### src/rtl/jk_pkg.sv
// Shared types, JK op codes and the round-robin pick used by jk_bank_arbiter.
package jk_pkg;

  // Widest requester vector the pick function supports (NREQ range is 2..8).
  localparam int unsigned MAX_REQ  = 8;
  localparam int unsigned MAX_PTRW = 3;

  typedef enum logic [1:0] {
    IDLE  = 2'd0,
    APPLY = 2'd1,
    ACK   = 2'd2
  } state_t;

  localparam logic [1:0] JK_HOLD = 2'b00;
  localparam logic [1:0] JK_RST  = 2'b01;
  localparam logic [1:0] JK_SET  = 2'b10;
  localparam logic [1:0] JK_TGL  = 2'b11;

  // First asserted request scanning ptr, ptr+1, ... wrapping modulo nreq.
  // ptr < nreq <= 8 and the offset < 8, so one conditional subtract wraps.
  function automatic logic [MAX_PTRW-1:0] rr_pick(
    input logic [MAX_REQ-1:0]  req,
    input logic [MAX_PTRW-1:0] ptr,
    input logic [3:0]          nreq
  );
    logic [MAX_PTRW-1:0] win;
    logic                found;
    logic [3:0]          idx;
    win   = '0;
    found = 1'b0;
    for (int i = 0; i < MAX_REQ; i++) begin
      idx = 4'(ptr) + 4'(i);
      if (idx >= nreq) idx = idx - nreq;
      if (!found && (4'(i) < nreq) && req[idx[MAX_PTRW-1:0]]) begin
        win   = idx[MAX_PTRW-1:0];
        found = 1'b1;
      end
    end
    return win;
  endfunction

endpackage

### src/rtl/jk_cell.sv
// One JK flip-flop bit of the shared bank.
//   clk, rst : clock, synchronous active-high reset (q -> 0)
//   en       : update strobe; q holds when low
//   j, k     : JK inputs
//   q        : stored bit
module jk_cell
  import jk_pkg::*;
(
  input  logic clk,
  input  logic rst,
  input  logic en,
  input  logic j,
  input  logic k,
  output logic q
);

  always_ff @(posedge clk) begin
    if (rst) begin
      q <= 1'b0;
    end else if (en) begin
      case ({j, k})
        JK_HOLD: q <= q;
        JK_RST:  q <= 1'b0;
        JK_SET:  q <= 1'b1;
        default: q <= ~q;
      endcase
    end
  end

endmodule

### src/rtl/jk_bank_arbiter.sv
// Round-robin owner of a shared JK register bank: grants one requester,
// latches its J/K vectors, applies one JK update, then pulses done.
//   clk, rst     : clock, synchronous active-high reset
//   req          : per-requester level request, held until done
//   cmd_j, cmd_k : packed J/K vectors, requester r owns [r*NBITS +: NBITS]
//   gnt          : registered one-hot grant (high during APPLY)
//   done         : registered one-hot completion pulse (high during ACK)
//   busy         : state != IDLE
//   q            : bank contents
module jk_bank_arbiter
  import jk_pkg::*;
#(
  parameter int unsigned NREQ  = 4,
  parameter int unsigned NBITS = 8
) (
  input  logic                  clk,
  input  logic                  rst,
  input  logic [NREQ-1:0]       req,
  input  logic [NREQ*NBITS-1:0] cmd_j,
  input  logic [NREQ*NBITS-1:0] cmd_k,
  output logic [NREQ-1:0]       gnt,
  output logic [NREQ-1:0]       done,
  output logic                  busy,
  output logic [NBITS-1:0]      q
);

  localparam int unsigned PTRW = $clog2(NREQ);

  state_t            state_q, state_d;
  logic [PTRW-1:0]   ptr_q, ptr_d;
  logic [PTRW-1:0]   win_q, win_d;
  logic [PTRW-1:0]   pick_c;
  logic [NBITS-1:0]  lat_j_q, lat_j_d;
  logic [NBITS-1:0]  lat_k_q, lat_k_d;
  logic [NREQ-1:0]   gnt_d, done_d;
  logic              cell_en;

  assign pick_c  = PTRW'(rr_pick(MAX_REQ'(req), MAX_PTRW'(ptr_q), 4'(NREQ)));
  assign cell_en = (state_q == APPLY);
  assign busy    = (state_q != IDLE);

  // State, grant/done, pointer and latched command registers.
  always_ff @(posedge clk) begin
    if (rst) begin
      state_q <= IDLE;
      ptr_q   <= '0;
      win_q   <= '0;
      lat_j_q <= '0;
      lat_k_q <= '0;
      gnt     <= '0;
      done    <= '0;
    end else begin
      state_q <= state_d;
      ptr_q   <= ptr_d;
      win_q   <= win_d;
      lat_j_q <= lat_j_d;
      lat_k_q <= lat_k_d;
      gnt     <= gnt_d;
      done    <= done_d;
    end
  end

  // Next-state and next-output logic; gnt/done default low so each lasts one cycle.
  always_comb begin
    state_d = state_q;
    ptr_d   = ptr_q;
    win_d   = win_q;
    lat_j_d = lat_j_q;
    lat_k_d = lat_k_q;
    gnt_d   = '0;
    done_d  = '0;
    case (state_q)
      IDLE: begin
        if (|req) begin
          state_d = APPLY;
          win_d   = pick_c;
          gnt_d   = NREQ'(1) << pick_c;
          for (int r = 0; r < NREQ; r++) begin
            if (pick_c == PTRW'(r)) begin
              lat_j_d = cmd_j[r*NBITS +: NBITS];
              lat_k_d = cmd_k[r*NBITS +: NBITS];
            end
          end
        end
      end
      APPLY: begin
        state_d = ACK;
        done_d  = NREQ'(1) << win_q;
        // Pointer advances past the winner only on service.
        if (win_q == PTRW'(NREQ - 1)) ptr_d = '0;
        else                          ptr_d = win_q + PTRW'(1);
      end
      ACK: begin
        state_d = IDLE;
      end
      default: begin
        state_d = IDLE;
      end
    endcase
  end

  // The bank itself: one JK cell per bit, updated in APPLY.
  for (genvar i = 0; i < NBITS; i++) begin : g_cell
    jk_cell u_cell (
      .clk (clk),
      .rst (rst),
      .en  (cell_en),
      .j   (lat_j_q[i]),
      .k   (lat_k_q[i]),
      .q   (q[i])
    );
  end

endmodule

### config.mk
export PLATFORM = sky130hd
export DESIGN_NAME = jk_bank_arbiter
export DESIGN_NICKNAME = d
export VERILOG_FILES = /design/src/rtl/jk_pkg.sv /design/src/rtl/jk_cell.sv /design/src/rtl/jk_bank_arbiter.sv
export SDC_FILE = /design/constraint.sdc
export NUM_CORES = 1
export LEC_CHECK = 0
export ABC_AREA = 1
export CELL_PAD_IN_SITES_DETAIL_PLACEMENT = 0
export CELL_PAD_IN_SITES_GLOBAL_PLACEMENT = 1
export CORE_MARGIN = 2
export CORE_UTILIZATION = 26
export CTS_CLUSTER_SIZE = 20
export DETAILED_ROUTE_END_ITERATION = 10
export PLACE_DENSITY_LB_ADDON = 0.3
export SLEW_MARGIN = 20
export SYNTH_ARGS = -nofsm -noshare
export SYNTH_HDL_FRONTEND = slang
export SYNTH_SLANG_ARGS = --single-unit
### constraint.sdc
create_clock -name clk -period 3.12 [get_ports clk]
set_clock_uncertainty 0.1 [all_clocks]
set_input_delay 0.468 -clock clk [delete_from_list [all_inputs] [get_ports clk]]
set_output_delay 0.468 -clock clk [all_outputs]
set_load 0.02 [all_outputs]
==> impl_metrics.tcl <==
set metrics [dict create \
    via_per_inst 4.15 \
    die_w_um 109 \
    fin_ws_ns 0.600 \
    endpoint_kind "flip-flop" \
    numCtsBuffers 5 \
    clock_path_buffers 2 \
    dp_hpwl_um 6030 \
    rsz0062_at_grt "false" \
    ys_types 30 \
    synth_edf_count 0 \
    root_buffer "clkbuf_8" \
    drc 0 \
    ys_seq_elements 38 \
    worstPathMaxFanout 32 \
    slew_viol_final 0 \
    drt_wl_total_um 7480 \
    min_period_ns 2.52 \
    antenna_found_initial 0 \
    fin_nets 589 \
    synth_flop_cell "dfxtp_1" \
    fin_tns_setup_ns 0 \
    path_class "input port to flip-flop" \
    die_area_mm2 0.0118 \
    cts_sinks 38 \
    cts_max_level 2 \
    cellPowerDensity_mw_per_mm2 532 \
    worstMarginPinSlew_ns 0.507 \
    grt_pass1_vias 2505 \
    drtIter0Drc 85 \
    rows 38 \
    initial_core_util_pct 26.5 \
    tritoncts "yes" \
    core-area_mm2 0.0108 \
    grt_start_max_net_pins 33 \
    place.gp.congestion 0.776 \
    clk_latency_ns 0.29 \
    via_count 2664 \
    syn_area_mm2 0.00286 \
    finalSetupViolCount 0 \
    firstDrtPassIters 5 \
    ys_seq_area_share_pct 26.6 \
    fin_crit_sh_pct 80.8 \
    clkTransAtPathRegs_ns 0.08 \
    fmax_mhz 397 \
    hold_class "flip-flop to flip-flop" \
    cts_resized 0 \
    netlist_instances 429 \
    grt_usage_pct 13.1 \
    routedWlPerCell_um 11.7 \
    maxCapViolations 0 \
    max-slew-margin-rel_pct 66.0 \
    syn-num-nets 516 \
    worstPathArrival_ns 2.59 \
    leakagePower_nw 1.82 \
    drive_gt1_share_pct 12.4 \
    hold_viol_final 0 \
    n_antenna_cell 0 \
    grt_overflow_total 0 \
    post_cts_buffers 0 \
    syn_area_per_cell_um2 6.66 \
    postCtsHoldBufs 0 \
    ant_nets 0 \
    dp_slack_ns 0.295 \
    status "finished clean" \
    syn_to_final_growth_pct 34.9 \
    async_flop_share_pct 0 \
    cp-start-kind "input port" \
    num_io_pins 87 \
    critPathRequiredTime_ns 3.19 \
    vdd_ir_drop_max_v 0.000206 \
    die_h_um 109 \
    io_buffer_count 86 \
    ys.warnings.count 0 \
    grt_pass1_wl_um 12100 \
]
-- state kept, by name, indices dropped and copies added, names as in the netlist --
register and count:
lat_k_q 8, g_cell.u_cell.q 8, done 4, lat_j_q 8, state_q 2, gnt 4, win_q 2, ptr_q 2
-- synth_stat cells (3+ instances only) --
cell type  instances  area (um2)
inv_1             74         278
buf_6              5        56.3
o21ai_0           42         210
clkbuf_1           6        22.5
nand2_2           17         106
nand2_1          102         383
nor2_1            21        78.8
buf_2              3        15.0
nand3_1           27         135
a21oi_1           17        85.1
ha_1              17         213
inv_2              4        15.0
a21oi_2           10        87.6
nand3_2           12         120
o21a_1             8        60.1
buf_4              9        67.6
dfxtp_1           38         761
-- worst max-delay path, cell delays in order --
cell	delay, ns
clkdlybuf4s50_1	0.52
inv_1	0.07
nand2_1	0.09
nand3_2	0.11
nand2_1	0.12
inv_1	0.06
o21ai_1	0.07
nand3_1	0.09
nand2_2	0.20
buf_4	0.33
nand3_1	0.14
nand3_2	0.09
nand2_1	0.08
nand2_1	0.09
a21oi_2	0.05
-- where the power goes --
group          leakage, nW  switching [mW]  internal (mW)
sequential           0.312          0.0549          0.566
clock               0.0573           0.169          0.256
combinational         1.45           0.595          0.409
total                 1.82           0.819           1.23
-- metrics by stage --
step                cell area [um2]  util (%)  std cells  hold WS, ns  power, mW
finish                         3850      35.7        642        0.369       2.05
global route                   3850      35.7        642        0.393       2.24
CTS                            3850      35.7        642        0.372       2.08
detailed placement             3740      34.7        635        0.360       1.64
global placement               3740      34.7        635        0.361       1.63
floorplan                      2860         -        429        0.341       1.40
-- final timing paths --
path | startpoint | end | slack, ns | depth (start not counted)
min | win_q[0]$_SDFFE_PP0P_ | done[2]$_SDFF_PP0_ | 0.37 | 1
min reg2reg | win_q[0]$_SDFFE_PP0P_ | done[2]$_SDFF_PP0_ | 0.37 | 1
max | req[1] | lat_j_q[1]$_SDFFE_PP0P_ | 0.60 | 15
max reg2reg | ptr_q[0]$_SDFFE_PP0P_ | lat_j_q[1]$_SDFFE_PP0P_ | 0.67 | 16
-- placed cells by master (no fill, tap or decap) --
master / instances
a21boi_4: 1
a21oi_1: 17
a21oi_2: 10
buf_4: 4
bufinv_16: 1
clkbuf_8: 6
clkdlybuf4s50_1: 86
clkinv_1: 2
dfxtp_1: 38
ha_1: 17
inv_1: 74
inv_2: 4
inv_4: 1
nand2_1: 102
nand2_2: 17
nand2_4: 2
nand2_8: 1
nand3_1: 27
nand3_2: 12
nand4_1: 1
nor2_1: 21
nor2_2: 2
nor2_8: 1
nor4_1: 1
o21a_1: 8
o21ai_0: 42
o21ai_1: 2
o31ai_1: 1
or2_1: 1
-- cells by family (layout without fill, tap and decap cells) --
group / Yosys count / after routing / share of synthesized area, %
AO/OA/AOI/OAI: 81 / 81 / 16.8
adder cells (fa/ha/maj): 17 / 17 / 7.44
flip-flops: 38 / 38 / 26.6
AND/OR/NAND/NOR: 188 / 188 / 32.1
buffers and inverters: 105 / 178 / 17.1
-- metal layers --
metal	vias to the layer above	wire (um)	GRT usage, %
met2	64	3160	20.0
met5	-	0	0
li1	1473	-	-
met3	8	304	2.15
met4	0	117	3.57
met1	1119	3900	18.9
-- cell type report --
type,count,area (um2)
multi-input combinational,286,1610
clock buffer,6,82.6
fill,1151,6940
tap,140,175
sequential,38,761
inverter,81,307
clock inverter,1,30.0
timing repair buffer,90,891
Note: power is estimated with default switching activity, not from simulation.
